--- src/rtl/hps_avalon_slave_if.sv ---
// rtl/hps_avalon_slave_if.sv - HPS Avalon bridge and CPU-memory bus signals
interface hps_avalon_slave_if;
  logic [23:0] avalon_address;
  logic [3:0]  avalon_byte_enable;
  logic        avalon_read;
  logic        avalon_write;
  logic [31:0] avalon_write_data;
  logic        avalon_acknowledge;
  logic [31:0] avalon_read_data;
  logic        mem_req;
  logic        mem_we;
  logic [21:0] mem_addr;
  logic [3:0]  mem_be;
  logic [31:0] mem_wdata;
  logic        mem_ready;
  logic [31:0] mem_rdata;

  modport slave (
    input  avalon_address, avalon_byte_enable, avalon_read, avalon_write,
           avalon_write_data, mem_ready, mem_rdata,
    output avalon_acknowledge, avalon_read_data, mem_req, mem_we, mem_addr,
           mem_be, mem_wdata
  );

  modport master (
    output avalon_address, avalon_byte_enable, avalon_read, avalon_write,
           avalon_write_data, mem_ready, mem_rdata,
    input  avalon_acknowledge, avalon_read_data, mem_req, mem_we, mem_addr,
           mem_be, mem_wdata
  );
endinterface

--- src/rtl/hps_avalon_slave.sv ---
// rtl/hps_avalon_slave.sv - HPS Avalon slave bridging to CPU memory and control registers
// Optional mem_ready timeout enabled by defining HPS_SLAVE_TIMEOUT_EN.
module hps_avalon_slave #(
  parameter int TIMEOUT_CYCLES = 255
) (
  input  logic                clock,
  input  logic                resetn,
  hps_avalon_slave_if.slave   bus,
  output logic                cpu_hold,
  output logic                cpu_reset_req,
  output logic                error
);
  typedef enum logic [2:0] {IDLE, MEM, REG, ACK, DRAIN} state_t;

  state_t      state, state_next;
  logic [21:0] addr_q;
  logic [3:0]  be_q;
  logic [31:0] wdata_q;
  logic        we_q;
  logic [31:0] rdata_q;
  logic [31:0] scratch;
  logic [31:0] reg_rdata;
  logic        req;
  logic        timeout;
  logic        status_clear;

  assign req = bus.avalon_read | bus.avalon_write;

`ifdef HPS_SLAVE_TIMEOUT_EN
  logic [7:0] tmo_cnt;

  // Counter holds zero outside MEM, so every entry into MEM starts from zero.
  always_ff @(posedge clock or negedge resetn) begin
    if (!resetn)
      tmo_cnt <= 8'd0;
    else if (state != MEM)
      tmo_cnt <= 8'd0;
    else
      tmo_cnt <= tmo_cnt + 8'd1;
  end

  assign timeout = (state == MEM) && !bus.mem_ready && (tmo_cnt == 8'(TIMEOUT_CYCLES - 1));
`else
  assign timeout = 1'b0;
`endif

  always_comb begin
    state_next = state;
    case (state)
      IDLE:    if (req) state_next = bus.avalon_address[23] ? REG : MEM;
      MEM:     if (bus.mem_ready || timeout) state_next = ACK;
      REG:     state_next = ACK;
      ACK:     state_next = DRAIN;
      DRAIN:   if (!req) state_next = IDLE;
      default: state_next = IDLE;
    endcase
  end

  always_comb begin
    reg_rdata = 32'd0;
    case (addr_q[1:0])
      2'd0:    reg_rdata = {30'd0, cpu_reset_req, cpu_hold};
      2'd1:    reg_rdata = {31'd0, error};
      2'd2:    reg_rdata = scratch;
      default: reg_rdata = 32'd0;
    endcase
  end

  assign status_clear = (state == REG) && we_q && (addr_q[1:0] == 2'd1) && be_q[0] && wdata_q[0];

  always_ff @(posedge clock or negedge resetn) begin
    if (!resetn) begin
      state         <= IDLE;
      addr_q        <= 22'd0;
      be_q          <= 4'd0;
      wdata_q       <= 32'd0;
      we_q          <= 1'b0;
      rdata_q       <= 32'd0;
      scratch       <= 32'd0;
      cpu_hold      <= 1'b0;
      cpu_reset_req <= 1'b1;
      error         <= 1'b0;
    end else begin
      state <= state_next;
      if (state == IDLE && req) begin
        addr_q  <= bus.avalon_address[21:0];
        be_q    <= bus.avalon_byte_enable;
        wdata_q <= bus.avalon_write_data;
        we_q    <= bus.avalon_write;
      end
      if (state == MEM && bus.mem_ready)
        rdata_q <= bus.mem_rdata;
      else if (timeout)
        rdata_q <= 32'hDEADBEEF;
      if (state == REG) begin
        rdata_q <= reg_rdata;
        if (we_q && addr_q[1:0] == 2'd0 && be_q[0]) begin
          cpu_hold      <= wdata_q[0];
          cpu_reset_req <= wdata_q[1];
        end
        if (we_q && addr_q[1:0] == 2'd2) begin
          for (int i = 0; i < 4; i++)
            if (be_q[i]) scratch[8*i +: 8] <= wdata_q[8*i +: 8];
        end
      end
      // A fresh error takes priority over a simultaneous W1C.
      if (timeout)
        error <= 1'b1;
      else if (status_clear)
        error <= 1'b0;
    end
  end

  assign bus.avalon_acknowledge = (state == ACK);
  assign bus.avalon_read_data   = (state == ACK && !we_q) ? rdata_q : 32'd0;
  assign bus.mem_req            = (state == MEM) && !timeout;
  assign bus.mem_we             = we_q;
  assign bus.mem_addr           = addr_q;
  assign bus.mem_be             = be_q;
  assign bus.mem_wdata          = wdata_q;
endmodule
--- src/flat_wrapper.sv ---
// flat-port wrapper written by rule: the top's interface ports become plain ports
module hps_avalon_slave_flat 
#(
  parameter int TIMEOUT_CYCLES = 255
)
  (clock, resetn, cpu_hold, cpu_reset_req, error, bus_avalon_address, bus_avalon_byte_enable, bus_avalon_read, bus_avalon_write, bus_avalon_write_data, bus_mem_ready, bus_mem_rdata, bus_avalon_acknowledge, bus_avalon_read_data, bus_mem_req, bus_mem_we, bus_mem_addr, bus_mem_be, bus_mem_wdata);
  hps_avalon_slave_if bus_i ();
  input  logic clock;
  input  logic resetn;
  output logic cpu_hold;
  output logic cpu_reset_req;
  output logic error;
  input wire logic [$bits(bus_i.avalon_address)-1:0] bus_avalon_address;
  input wire logic [$bits(bus_i.avalon_byte_enable)-1:0] bus_avalon_byte_enable;
  input wire logic [$bits(bus_i.avalon_read)-1:0] bus_avalon_read;
  input wire logic [$bits(bus_i.avalon_write)-1:0] bus_avalon_write;
  input wire logic [$bits(bus_i.avalon_write_data)-1:0] bus_avalon_write_data;
  input wire logic [$bits(bus_i.mem_ready)-1:0] bus_mem_ready;
  input wire logic [$bits(bus_i.mem_rdata)-1:0] bus_mem_rdata;
  output wire logic [$bits(bus_i.avalon_acknowledge)-1:0] bus_avalon_acknowledge;
  output wire logic [$bits(bus_i.avalon_read_data)-1:0] bus_avalon_read_data;
  output wire logic [$bits(bus_i.mem_req)-1:0] bus_mem_req;
  output wire logic [$bits(bus_i.mem_we)-1:0] bus_mem_we;
  output wire logic [$bits(bus_i.mem_addr)-1:0] bus_mem_addr;
  output wire logic [$bits(bus_i.mem_be)-1:0] bus_mem_be;
  output wire logic [$bits(bus_i.mem_wdata)-1:0] bus_mem_wdata;
  assign bus_i.avalon_address = bus_avalon_address;
  assign bus_i.avalon_byte_enable = bus_avalon_byte_enable;
  assign bus_i.avalon_read = bus_avalon_read;
  assign bus_i.avalon_write = bus_avalon_write;
  assign bus_i.avalon_write_data = bus_avalon_write_data;
  assign bus_i.mem_ready = bus_mem_ready;
  assign bus_i.mem_rdata = bus_mem_rdata;
  assign bus_avalon_acknowledge = bus_i.avalon_acknowledge;
  assign bus_avalon_read_data = bus_i.avalon_read_data;
  assign bus_mem_req = bus_i.mem_req;
  assign bus_mem_we = bus_i.mem_we;
  assign bus_mem_addr = bus_i.mem_addr;
  assign bus_mem_be = bus_i.mem_be;
  assign bus_mem_wdata = bus_i.mem_wdata;
  hps_avalon_slave #(.TIMEOUT_CYCLES(TIMEOUT_CYCLES)) u_core (.clock(clock), .resetn(resetn), .bus(bus_i), .cpu_hold(cpu_hold), .cpu_reset_req(cpu_reset_req), .error(error));
endmodule
--- config.mk ---
export PLATFORM = sky130hd
export DESIGN_NAME = hps_avalon_slave_flat
export DESIGN_NICKNAME = d
export VERILOG_FILES = /design/src/rtl/hps_avalon_slave_if.sv /design/src/rtl/hps_avalon_slave.sv /design/src/flat_wrapper.sv
export SDC_FILE = /design/constraint.sdc
export NUM_CORES = 1
export LEC_CHECK = 0
export BUFFER_PORTS_ARGS = -buffer_cell sky130_fd_sc_hd__buf_2
export CAP_MARGIN = 15
export CORE_MARGIN = 2
export CORE_UTILIZATION = 45
export CTS_BUF_LIST = sky130_fd_sc_hd__clkbuf_4 sky130_fd_sc_hd__clkbuf_8
export DETAILED_ROUTE_END_ITERATION = 8
export PLACE_DENSITY = 0.7
export SLEW_MARGIN = 10
export SYNTH_ARGS = -nofsm -noshare
export SYNTH_HDL_FRONTEND = slang
export SYNTH_SLANG_ARGS = --single-unit
--- constraint.sdc ---
create_clock -name clock -period 2 [get_ports clock]
set_input_delay 0 -clock clock [delete_from_list [all_inputs] [get_ports clock]]
set_output_delay 0 -clock clock [all_outputs]
set_load 0.02 [all_outputs]
==> out/results.ini <==
[logic_synthesis]
synth_area_leaders = dfrtp_1 54%, mux2_2 23%, mux2_1 6.5%, and3b_1 4.6%, and2_1 3.4%
ys_ff_latch = 128
syn_inst = 408
synth_common_cells = 127 x dfrtp_1, 122 x mux2_2, 34 x mux2_1, 32 x and2_1, 31 x and3b_1
synth_warnings = 0
synth_cell_types = 32
synthesis.nets = 505
ys_async_sr_fraction = 1.00
synth.cell_area_um2 = 5880
synth_most_common_cell = dfrtp_1
synth.largest_area_cell = dfrtp_1
synth-seq-area-share = 0.545
synth_edf_count = 0
synth_top_area_share = 0.540
synth-main-ff-cell = dfrtp_1
synth.avg_cell_area_um2 = 14.4

[run_status]
outcome = completed

[clock_network]
clk_pin_slew_ns = 0.07
cts_buffers = 17
cts_tree = built
cts_max_level = 4
cts_root_buf = clkbuf_8
ctsResizeCount = 0
insertion_delay_ns = 0.44
cts_buffer_depth = 2
cts_num_sinks = 128

[global_routing]
grt_pass1_wl_mm = 24.2
antenna_found_initial = 0
grt_pass1_vias = 4855
grt_max_degree = 129
grt_usage = 0.220
grt_overflow_total = 0

[critical_path]
cp.required_ns = 2.00
critPathSlowestCell = dfrtp_1
worstPathMaxFanout = 20
path_cells = buf_4, nand2_1, nor3_2, buf_4, and2_1, buf_2
crit_arrival_ns = 1.91
worstSetupPathType = register to output port
cpPeakStageDelay_ns = 0.40
crit_top_cell = buf_4
r2r_slack_ns = 0.13
startpoint_type = register
crit_path_end_kind = output port

[sta]
worst_pin_slew_ns = 0.748
rsz0062_at_grt = true
max_freq_mhz = 522
fin_crit_sh = 0.957
finalHoldViolations = 0
max_slew_margin = 0.502
skew_ns = 0.0107
min_period_ns = 1.91
drv_slew = 0
layout_setup_ws_ns = 0.0855
finalSetupViolations = 0

[floorplanning]
die-area_um2 = 14000
coreArea_um2 = 12700
die_x_um = 118
fp-row-count = 41
fp.dieH_um = 118
io_pins = 193
initial_core_util = 0.464

[drt]
drt_first_pass_iters = 4
post_drt_wl_per_cell_um = 16.3
finalWirelength_mm = 14.5
vias_per_cell = 4.93
drtIter0Drc = 206
postRouteAntennaNets = 0
num_vias = 4379
drc_errors = 0

[hold_path]
min_path_type = input port to async pin

[place]
dp_hpwl_mm = 9.20
port_buffers = 190
pre_cts_ws_ns = 0.135
gp_congestion = 0.768

[run]
max_cap_violations = 0

[final_layout]
drive_gt1_frac = 0.515
syn2layout_area_growth_pct = 43.2
nets = 800

[power]
peakVddDrop_v = 0.000944
power_density_nw_per_um2 = 1500
power_mw = 12.6
leakage_nw = 4.15

==> state kept, by name, indices dropped and copies added, names as in the netlist <==
signal                cells
u_core.bus.mem_addr      22
u_core.bus.mem_be         4
u_core.bus.mem_wdata     32
u_core.bus.mem_we         1
u_core.cpu_hold           1
u_core.cpu_reset_req      1
u_core.rdata_q           32
u_core.scratch           32
u_core.state              3
==> area by class of cell <==
cell class                      instances  area, um2
Fill cell                             943       4250
Sequential cell                       128       3200
Multi-Input combinational cell        251       2470
Timing Repair Buffer                  305       2100
Clock buffer                           18        241
Tap cell                              172        215
Clock inverter                         14        190
Antenna cell                            1       2.50
==> worst paths after layout <==
check                                                    start                              endpoint  cells past startpoint
min in group clock                      bus_avalon_address[13]   u_core.bus.mem_addr[13]$_DFFE_PN0P_                      3
worst max register to register     u_core.state[0]$_DFFE_PN0P_        u_core.scratch[17]$_DFFE_PN0P_                      4
worst min-delay path                                    resetn  u_core.bus.mem_wdata[16]$_DFFE_PN0P_                      3
worst max-delay path               u_core.state[0]$_DFFE_PN0P_              bus_avalon_read_data[15]                      6
worst min register to register  u_core.scratch[14]$_DFFE_PN0P_        u_core.scratch[14]$_DFFE_PN0P_                      1
max in group asynchronous                               resetn        u_core.scratch[23]$_DFFE_PN0P_                      3
==> worst max-delay path: cells and delay by family (launching register included) <==
kind | cells | cell delay [ns]
simple gates | 3 | 0.47
flops | 1 | 0.40
buf+inv | 3 | 0.61
==> cells by family (layout without fill, tap and decap cells) <==
group / Yosys count / after routing / share of synthesized area
AOI/OAI and AO/OA: 9 / 9 / 0.0113
buffers and inverters: 29 / 337 / 0.0370
DFF: 128 / 128 / 0.545
muxes: 156 / 156 / 0.299
other: 1 / 2 / 0.000638
and+or+nand+nor: 85 / 85 / 0.108
==> power by group <==
part           switching [mW]  internal [mW]  total [mW]
combinational            2.80           2.79        5.59
sequential              0.749           3.88        4.63
clock                    1.03           1.37        2.40
total                    4.58           8.03        12.6
==> per-layer routing <==
layer	vias to the layer above	global-route usage	share of wire
met2	142	0.389	0.52
met1	2167	0.251	0.41
met5	-	0	0
met4	0	0.0813	0.017
li1	2047	-	-
met3	23	0.0618	0.059
==> cells in the final DEF (no fill, tap or decap), drive strengths merged, types with 2 or more instances in the layout <==
cell	count
mux2	156
nand2	3
and2	32
nor2	3
nor3b	3
clkbuf	18
buf	208
clkinvlp	5
and4	4
dfrtp	127
clkinv	4
bufinv	4
dlygate4sd3	97
and3b	31
a21oi	2
nor3	2
a22o	3
==> per-stage QoR <==
| step | cell area, um2 | util | hold WS (ns) | std cells | setup TNS (ns) |
|---|---|---|---|---|---|
| after detailed placement | 7020 | 0.554 | 0.175 | 759 | 0 |
| final | 8420 | 0.665 | 0.180 | 889 | 0 |
| after floorplan | 5880 | - | -0.296 | 408 | 0 |
| after CTS | 8420 | 0.665 | 0.233 | 888 | 0 |
| after global placement | 7020 | 0.554 | 0.165 | 759 | 0 |
| after global routing | 8420 | 0.665 | 0.269 | 888 | -0.0804 |
==> timing repair <==
action	in CTS	in global routing
hold buffers	97	0
setup endpoints to repair	0	7
hold endpoints to repair	221	0
buffers inserted	0	0
Note: power is estimated with default switching activity, not from simulation.
